`src/rtl/camera_ray_gen.sv`:
```
// camera_ray_gen: pinhole-camera primary ray source for the ray tracer.
// It walks an IMG_W x IMG_H raster in row-major order after a start pulse.
// For each pixel it writes one six-word ray into the downstream ray FIFO.
// Ray directions are stepped incrementally, so no multipliers are needed.
module camera_ray_gen #(
    parameter int D_BITS   = 32,
    parameter int Q_BITS   = 10,
    parameter int IMG_W    = 64,
    parameter int IMG_H    = 64,
    parameter int CAM_X    = 0,
    parameter int CAM_Y    = 0,
    parameter int CAM_Z    = 0,
    parameter int FOCAL    = 1024,
    parameter int PIX_STEP = 32,
    localparam int PX_W    = (IMG_W > 1) ? $clog2(IMG_W) : 1,
    localparam int PY_W    = (IMG_H > 1) ? $clog2(IMG_H) : 1
) (
    input  logic                    clock,
    input  logic                    reset,
    input  logic                    start,
    input  logic                    out_full,
    output logic                    out_wr_en,
    output logic [5:0][D_BITS-1:0]  ray_out,
    output logic [PX_W-1:0]         pixel_x,
    output logic [PY_W-1:0]         pixel_y,
    output logic                    busy,
    output logic                    done
);

    // Parameter sanity: a fractional field as wide as the word leaves no
    // integer part, and a raster needs at least one pixel per axis.
    if (Q_BITS < 0 || Q_BITS >= D_BITS) begin : g_bad_q
        $error("camera_ray_gen: Q_BITS must be in [0, D_BITS)");
    end
    if (IMG_W < 1 || IMG_H < 1) begin : g_bad_img
        $error("camera_ray_gen: IMG_W and IMG_H must be at least 1");
    end

    // Start-of-row / start-of-frame directions: the raster is centred on the
    // optical axis, x grows to the right, y shrinks going down the frame.
    localparam logic signed [D_BITS-1:0] DIR_X0 = D_BITS'(-(IMG_W * PIX_STEP) / 2);
    localparam logic signed [D_BITS-1:0] DIR_Y0 = D_BITS'((IMG_H * PIX_STEP) / 2);
    localparam logic signed [D_BITS-1:0] STEP   = D_BITS'(PIX_STEP);
    localparam logic signed [D_BITS-1:0] DIR_Z  = D_BITS'(FOCAL);
    localparam logic [2:0][D_BITS-1:0] CAM_ORIGIN =
        {D_BITS'(CAM_Z), D_BITS'(CAM_Y), D_BITS'(CAM_X)};
    localparam logic [PX_W-1:0] X_LAST = PX_W'(IMG_W - 1);
    localparam logic [PY_W-1:0] Y_LAST = PY_W'(IMG_H - 1);

    typedef enum logic [1:0] {
        S_IDLE = 2'd0,
        S_RUN  = 2'd1,
        S_DONE = 2'd2
    } state_t;

    state_t                    state_q, state_d;
    logic [PX_W-1:0]           px_q, px_d;
    logic [PY_W-1:0]           py_q, py_d;
    logic signed [D_BITS-1:0]  dir_x_q, dir_x_d;
    logic signed [D_BITS-1:0]  dir_y_q, dir_y_d;

    // A write happens whenever the walker is running and the FIFO has room.
    assign out_wr_en = (state_q == S_RUN) && !out_full;
    assign busy      = (state_q == S_RUN);
    assign done      = (state_q == S_DONE);
    assign pixel_x   = px_q;
    assign pixel_y   = py_q;

    // Origin words are fixed; one assignment per axis.
    for (genvar gi = 0; gi < 3; gi++) begin : g_origin
        assign ray_out[gi] = CAM_ORIGIN[gi];
    end
    assign ray_out[3] = dir_x_q;
    assign ray_out[4] = dir_y_q;
    assign ray_out[5] = DIR_Z;

    // Next-state logic: FSM plus raster counters and direction stepping.
    always_comb begin
        state_d = state_q;
        px_d    = px_q;
        py_d    = py_q;
        dir_x_d = dir_x_q;
        dir_y_d = dir_y_q;
        case (state_q)
            S_IDLE: begin
                if (start) begin
                    state_d = S_RUN;
                end
            end
            S_RUN: begin
                if (out_wr_en) begin
                    if (px_q == X_LAST) begin
                        px_d    = '0;
                        dir_x_d = DIR_X0;
                        if (py_q == Y_LAST) begin
                            // Final pixel: rewind everything for the next frame.
                            py_d    = '0;
                            dir_y_d = DIR_Y0;
                            state_d = S_DONE;
                        end else begin
                            py_d    = py_q + PY_W'(1);
                            dir_y_d = dir_y_q - STEP;
                        end
                    end else begin
                        px_d    = px_q + PX_W'(1);
                        dir_x_d = dir_x_q + STEP;
                    end
                end
            end
            S_DONE: begin
                state_d = S_IDLE;
            end
            default: begin
                state_d = S_IDLE;
            end
        endcase
    end

    // State and raster registers; reset abandons any partial frame.
    always_ff @(posedge clock or negedge reset) begin
        if (!reset) begin
            state_q <= S_IDLE;
            px_q    <= '0;
            py_q    <= '0;
            dir_x_q <= DIR_X0;
            dir_y_q <= DIR_Y0;
        end else begin
            state_q <= state_d;
            px_q    <= px_d;
            py_q    <= py_d;
            dir_x_q <= dir_x_d;
            dir_y_q <= dir_y_d;
        end
    end

endmodule

```
`config.mk`:
```
export PLATFORM = sky130hd
export DESIGN_NAME = camera_ray_gen
export DESIGN_NICKNAME = d
export VERILOG_FILES = /design/src/rtl/camera_ray_gen.sv
export SDC_FILE = /design/constraint.sdc
export NUM_CORES = 1
export LEC_CHECK = 0
export CAP_MARGIN = 15
export CORE_ASPECT_RATIO = 0.6
export CORE_MARGIN = 4
export CORE_UTILIZATION = 43
export CTS_CLUSTER_SIZE = 20
export DETAILED_ROUTE_END_ITERATION = 12
export PLACE_DENSITY = 0.91
export SYNTH_ARGS = -nofsm -noshare
export SYNTH_HDL_FRONTEND = slang
export SYNTH_SLANG_ARGS = --single-unit
```
`constraint.sdc`:
```
create_clock -name clock -period 2.85 [get_ports clock]
set_clock_uncertainty 0.2 [all_clocks]
set_input_delay 0.285 -clock clock [delete_from_list [all_inputs] [get_ports clock]]
set_output_delay 0.285 -clock clock [all_outputs]
set_load 0.05 [all_outputs]
```
# Yosys cells after proc, flatten, opt, wreduce, memory -nomap -nowiden
# Cells that the tools add are included.
[op_classes]
n_bitwise = 0
magnitude_cmp = 0
n_addsub = 4
multipliers = 0
shifts = 0
n_mux = 9
n_div = 0
n_eq_ne = 8
reduce_logical = 6
[op_table]
columns = ["operator", "n"]
rows = [
  ["$mux 32", 2],
  ["$add 32x7->32 const B", 1],
  ["$sub 32x7->32 const B", 1],
  ["$add 6x1->6 const B", 2],
  ["$eq 6x6->1 const B", 2],
  ["$mux 6", 2],
  ["$mux 2", 4],
  ["$ne 2x1->1 const B", 2],
  ["$ne 2x2->1 const B", 2],
  ["$pmux 2 s2", 1],
  ["$reduce_and 4->1", 1],
  ["$reduce_and 3->1", 1],
  ["$eq 2x1->1 const B", 1],
  ["$eq 2x2->1 const B", 1],
  ["$logic_not 2->1", 1],
  ["$reduce_and 2->1", 1],
  ["$logic_and 1x1->1", 1],
  ["$logic_not 1->1", 1],
]
[word_totals]
register_bits = 78
in_bits = 4
output_inout_bits = 207
word_cells = 32
n_memories = 0
latchBits = 0
ramBits = 0
romBits = 0

# Depth between registers and ports, before layout
[logic_depth]
word_depth = 5
ltp_mapped = 7
depth_no_buf = 6

# Worst setup path after synthesis
# No wires, ideal clock.
[synth_timing]
path_type = "register to register"
startpoint = "register px_q[0] (netlist: pixel_x[0])"
endpoint = "register dir_y_q[15]"
path_stages_with_launch = 8
setup_time_ps = 78
path_buffers = 2
synth_period_minus_slack_ps = 2401
path_slack_ps = 449
required_time_ps = 2572
arrival_time_ps = 2123
cell_sequence = "dfrtp_1 > ha_1 > and4b_1 > buf_4 > nand4_1 > buf_2 > or4_1 > a21oi_1"
[synth_via]
elab_chain_cells = 2
[synth_lines]
columns = ["item", "line_no", "rtl"]
rows = [
  ["start: declaration", "57", "logic [PX_W-1:0] px_q, px_d;"],
  ["start signal: assignment", "129", "px_q <= px_d;"],
  ["$eq 6x6->1", "92", "if (px_q == X_LAST) begin"],
  ["$reduce_and 3->1 (no line)", "--", ""],
  ["end signal: assignment", "132", "dir_y_q <= dir_y_d;"],
  ["end: declaration", "60", "logic signed [D_BITS-1:0] dir_y_q, dir_y_d;"],
]
# No other way between the ends.
# A chain may end at the register's enable or synchronous reset.

# Final worst setup path
[layout_timing]
startpoint = "register px_q[0] (netlist: pixel_x[0])"
endpoint = "register dir_x_q[15]"
[layout_via]
elab_chain_cells = 2
[layout_lines]
columns = ["item", "line_no", "rtl"]
rows = [
  ["$eq 6x6->1", "92", ""],
  ["$mux 32", "92", ""],
  ["end signal: assignment", "131", "dir_x_q <= dir_x_d;"],
  ["end: declaration", "59", "logic signed [D_BITS-1:0] dir_x_q, dir_x_d;"],
]
# No other way between the ends.

==> load_flow_metrics.sql <==
INSERT INTO impl_metrics (metric_group, metric, value, unit) VALUES
('critical_path', 'critPathKind', 'reg2reg', ''),
('floorplanning', 'floorplan.initialDensity', '44.1', '%'),
('final_layout', 'stdcell_area', '0.00539', 'mm²'),
('floorplanning', 'total_core_area', '0.0106', 'mm²'),
('clocking', 'clock_tree.htree_level_count', '3', ''),
('power_and_ir_drop', 'p_leak', '2.40', 'nW'),
('global_route', 'grt_util_met3', '6.75', '%'),
('floorplanning', 'design.die.area', '0.0127', 'mm²'),
('sta', 'maximum_achievable_frequency', '394', 'MHz'),
('placed_design', 'post-dp-hpwl', '8350', 'µm'),
('critical_path', 'worst_ep_required_time', '2.89', 'ns'),
('synthesis', 'synth_top_area_cell', 'dfrtp_1', ''),
('clocking', 'cts-buffers-inserted', '9', ''),
('global_route', 'maximum_number_of_pins_on_one_net_before_global_route_repair', '37', ''),
('floorplanning', 'num_rows', '29', ''),
('global_route', 'met1_usage', '25.2', '%'),
('routing', 'drt_iter0_drc', '385', ''),
('critical_path', 'critical_path.startpoint', 'pixel_x[0]', ''),
('routing', 'drcViolationCount', '0', ''),
('final_layout', 'fin_nets', '597', ''),
('routing', 'drt_pre_antenna_iters', '5', ''),
('floorplanning', 'die-height', '88.8', 'µm'),
('critical_path', 'critical_path_arrival', '2.58', 'ns'),
('floorplanning', 'top_level_ports', '211', ''),
('sta', 'post_route_clock_period_utilization', '89.1', '%'),
('sta', 'timing_worst_slew_pin_value', '1.13', 'ns'),
('routing', 'postRouteAntennaNets', '0', ''),
('clocking', 'cts_root_buffer', 'clkbuf_16', ''),
('placed_design', 'place_inst', '716', ''),
('routing', 'finalWirelength', '11200', 'µm'),
('critical_path', 'critical_path.max_fanout', '11', ''),
('critical_path', 'startpoint_type_of_the_worst_setup_path', 'flop', ''),
('power_and_ir_drop', 'vdd.ir_drop.worst', '536', 'µV'),
('sta', 'worst_hold_slack', '0.337', 'ns'),
('floorplanning', 'floorplan.die.width', '143', 'µm'),
('final_layout', 'ratio_of_cells_with_drive_above_1_in_the_final_layout', '10.6', '%'),
('global_route', 'first_pass_grt_wire_length', '17200', 'µm'),
('clocking', 'clkSlewWorstSetupHoldPaths', '0.06', 'ns'),
('synthesis', 'post_synth_edffs', '0', ''),
('clocking', 'clock-sinks', '68', ''),
('synthesis', 'ys_dominant_reg_cell', 'dfrtp_1', ''),
('synthesis', 'syn-instance-count', '513', ''),
('run_status', 'status', 'finished clean', ''),
('sta', 'report.final.setup_viol', '0', ''),
('clocking', 'clock_tree_from_tritoncts', 'yes', ''),
('synthesis', 'synth.avg_cell_area', '9.12', 'µm²'),
('final_layout', 'regArea', '0.00173', 'mm²'),
('routing', 'detail_route.wl_per_cell', '15.3', 'µm'),
('clocking', 'clkLatencyLatePin', '0.34', 'ns'),
('job', 'timing.max_cap.violations', '0', ''),
('power_and_ir_drop', 'fin_total_pwr', '4.30', 'mW'),
('global_route', 'grt_met2_use', '23.6', '%'),
('sta', 'min_period', '2.54', 'ns'),
('worst_hold_path', 'worst_hold_startpoint', 'dir_x_q[27]', ''),
('sta', 'final.setup.tns', '0', 'ns'),
('final_layout', 'synthToLayoutAreaGrowth', '15.2', '%'),
('sta', 'final_max_slew_viol_count', '0', ''),
('final_layout', 'total_area_of_multi_input_combinational_cells', '0.00232', 'mm²'),
('final_layout', 'n_fill_cell', '984', ''),
('placed_design', 'io_buffer_count', '72', ''),
('critical_path', 'ff2ff_setup_slack', '0.31', 'ns'),
('clocking', 'clock_tree_buf_depth', '2', ''),
('synthesis', 'yosysUniqueCellTypes', '54', ''),
('global_route', 'antenna_found_initial', '0', ''),
('sta', 'rsz0062_at_grt', 'false', ''),
('synthesis', 'post_synth_main_area_contributors', 'dfrtp_1 (24%), buf_4 (22%), dfstp_2 (13%), o21ai_0 (3.6%), nand4_1 (2.9%)', ''),
('worst_hold_path', 'min_path_type', 'reg2reg', ''),
('synthesis', 'synthMostInstantiatedCell', 'buf_4', ''),
('synthesis', 'synth.cells.most_frequent', 'buf_4 (140), dfrtp_1 (45), o21ai_0 (34)', ''),
('clocking', 'post_cts_resized', '0', ''),
('sta', 'slew_headroom', '23.7', '%');
==> flip-flops by register name, summed over array words and instances (netlist names) <==
register and count:
pixel_x 6, pixel_y 6, dir_x_q 27, state_q 2
dir_y_q 27
==> where the power goes <==
| part | internal (mW) | total (mW) | switching [mW] |
|---|---|---|---|
| logic | 0.423 | 1.68 | 1.26 |
| registers | 1.16 | 1.40 | 0.241 |
| clock network | 0.787 | 1.22 | 0.430 |
==> timing repair <==
item	in CTS	in global routing
hold endpoints to repair	11	0
hold buffers	1	0
buffers inserted	0	0
==> per-layer routing <==
| metal | part of all wire, % | vias to the layer above |
|---|---|---|
| met5 | 0 | - |
| met4 | 0.98 | 0 |
| met3 | 10 | 14 |
| met2 | 44 | 168 |
| met1 | 45 | 1799 |
| li1 | - | 1723 |
==> cell type report <==
cell class	count	share of cell area [%]
repair buffers	82	15.1
multi-input cells	422	43.0
clock buffers	10	4.43
inverters	6	0.511
well taps	139	3.23
clock inverters	6	1.62
flip-flops and latches	68	32.1
==> metrics by stage <==
step	utilization (%)	setup WS, ns
finish	50.9	0.310
global route	50.9	0.130
CTS	50.9	0.373
detailed placement	47.7	0.344
global placement	47.7	0.400
floorplan	-	0.449
==> logic make-up (layout without fill, tap and decap cells) <==
logic type | count (synthesis) | count (layout) | synth area share, %
multiplexers | 7 | 7 | 1.50
other | 2 | 138 | 0.161
AO/OA/AOI/OAI | 85 | 85 | 10.8
adder cells (fa/ha/maj) | 4 | 4 | 1.07
flip-flops | 68 | 68 | 37.0
XOR/XNOR | 16 | 16 | 3.00
AND/OR/NAND/NOR | 172 | 172 | 22.1
buffers and inverters | 159 | 104 | 24.4
==> path summary, 6_finish.rpt <==
check                         endpoint  cells after the start
max in group asynchronous  dir_x_q[13]                      3
max reg2reg                dir_x_q[15]                      5
min in group asynchronous   pixel_x[0]                      2
min                        dir_x_q[28]                      2
max                        dir_x_q[15]                      5
min reg2reg                dir_x_q[28]                      2
==> cells in the final DEF (no fill, tap or decap), types with 2 or more instances in the layout <==
cell	n
a31oi_1	3
nand3_1	20
nor3_1	4
ha_1	4
o41ai_1	2
and3_1	6
nand2_1	29
o21bai_1	6
nand4_1	22
o21ai_0	34
dfrtp_1	45
xnor2_1	9
and4b_1	2
conb_1	138
o31a_1	2
nor3_2	3
buf_12	2
dfstp_2	23
or3_1	16
nand2b_1	2
buf_4	8
inv_1	5
clkdlybuf4s50_1	70
bufinv_16	2
clkinvlp_4	3
o31ai_1	12
nor4_2	2
or2_2	2
nor2b_1	4
mux2i_1	7
nor2_1	19
and4_1	6
or4_1	11
clkbuf_16	9
a21oi_1	20
xor2_1	7
nor4_1	12
==> worst max-delay path: stages, from the launching register on <==
cell and delay, ns:
dfrtp_1 0.44, ha_1 0.27, nand4_1 0.23, o21ai_0 0.95, o21ai_0 0.23, o31ai_1 0.13
Note: power is estimated with default switching activity, not from simulation.
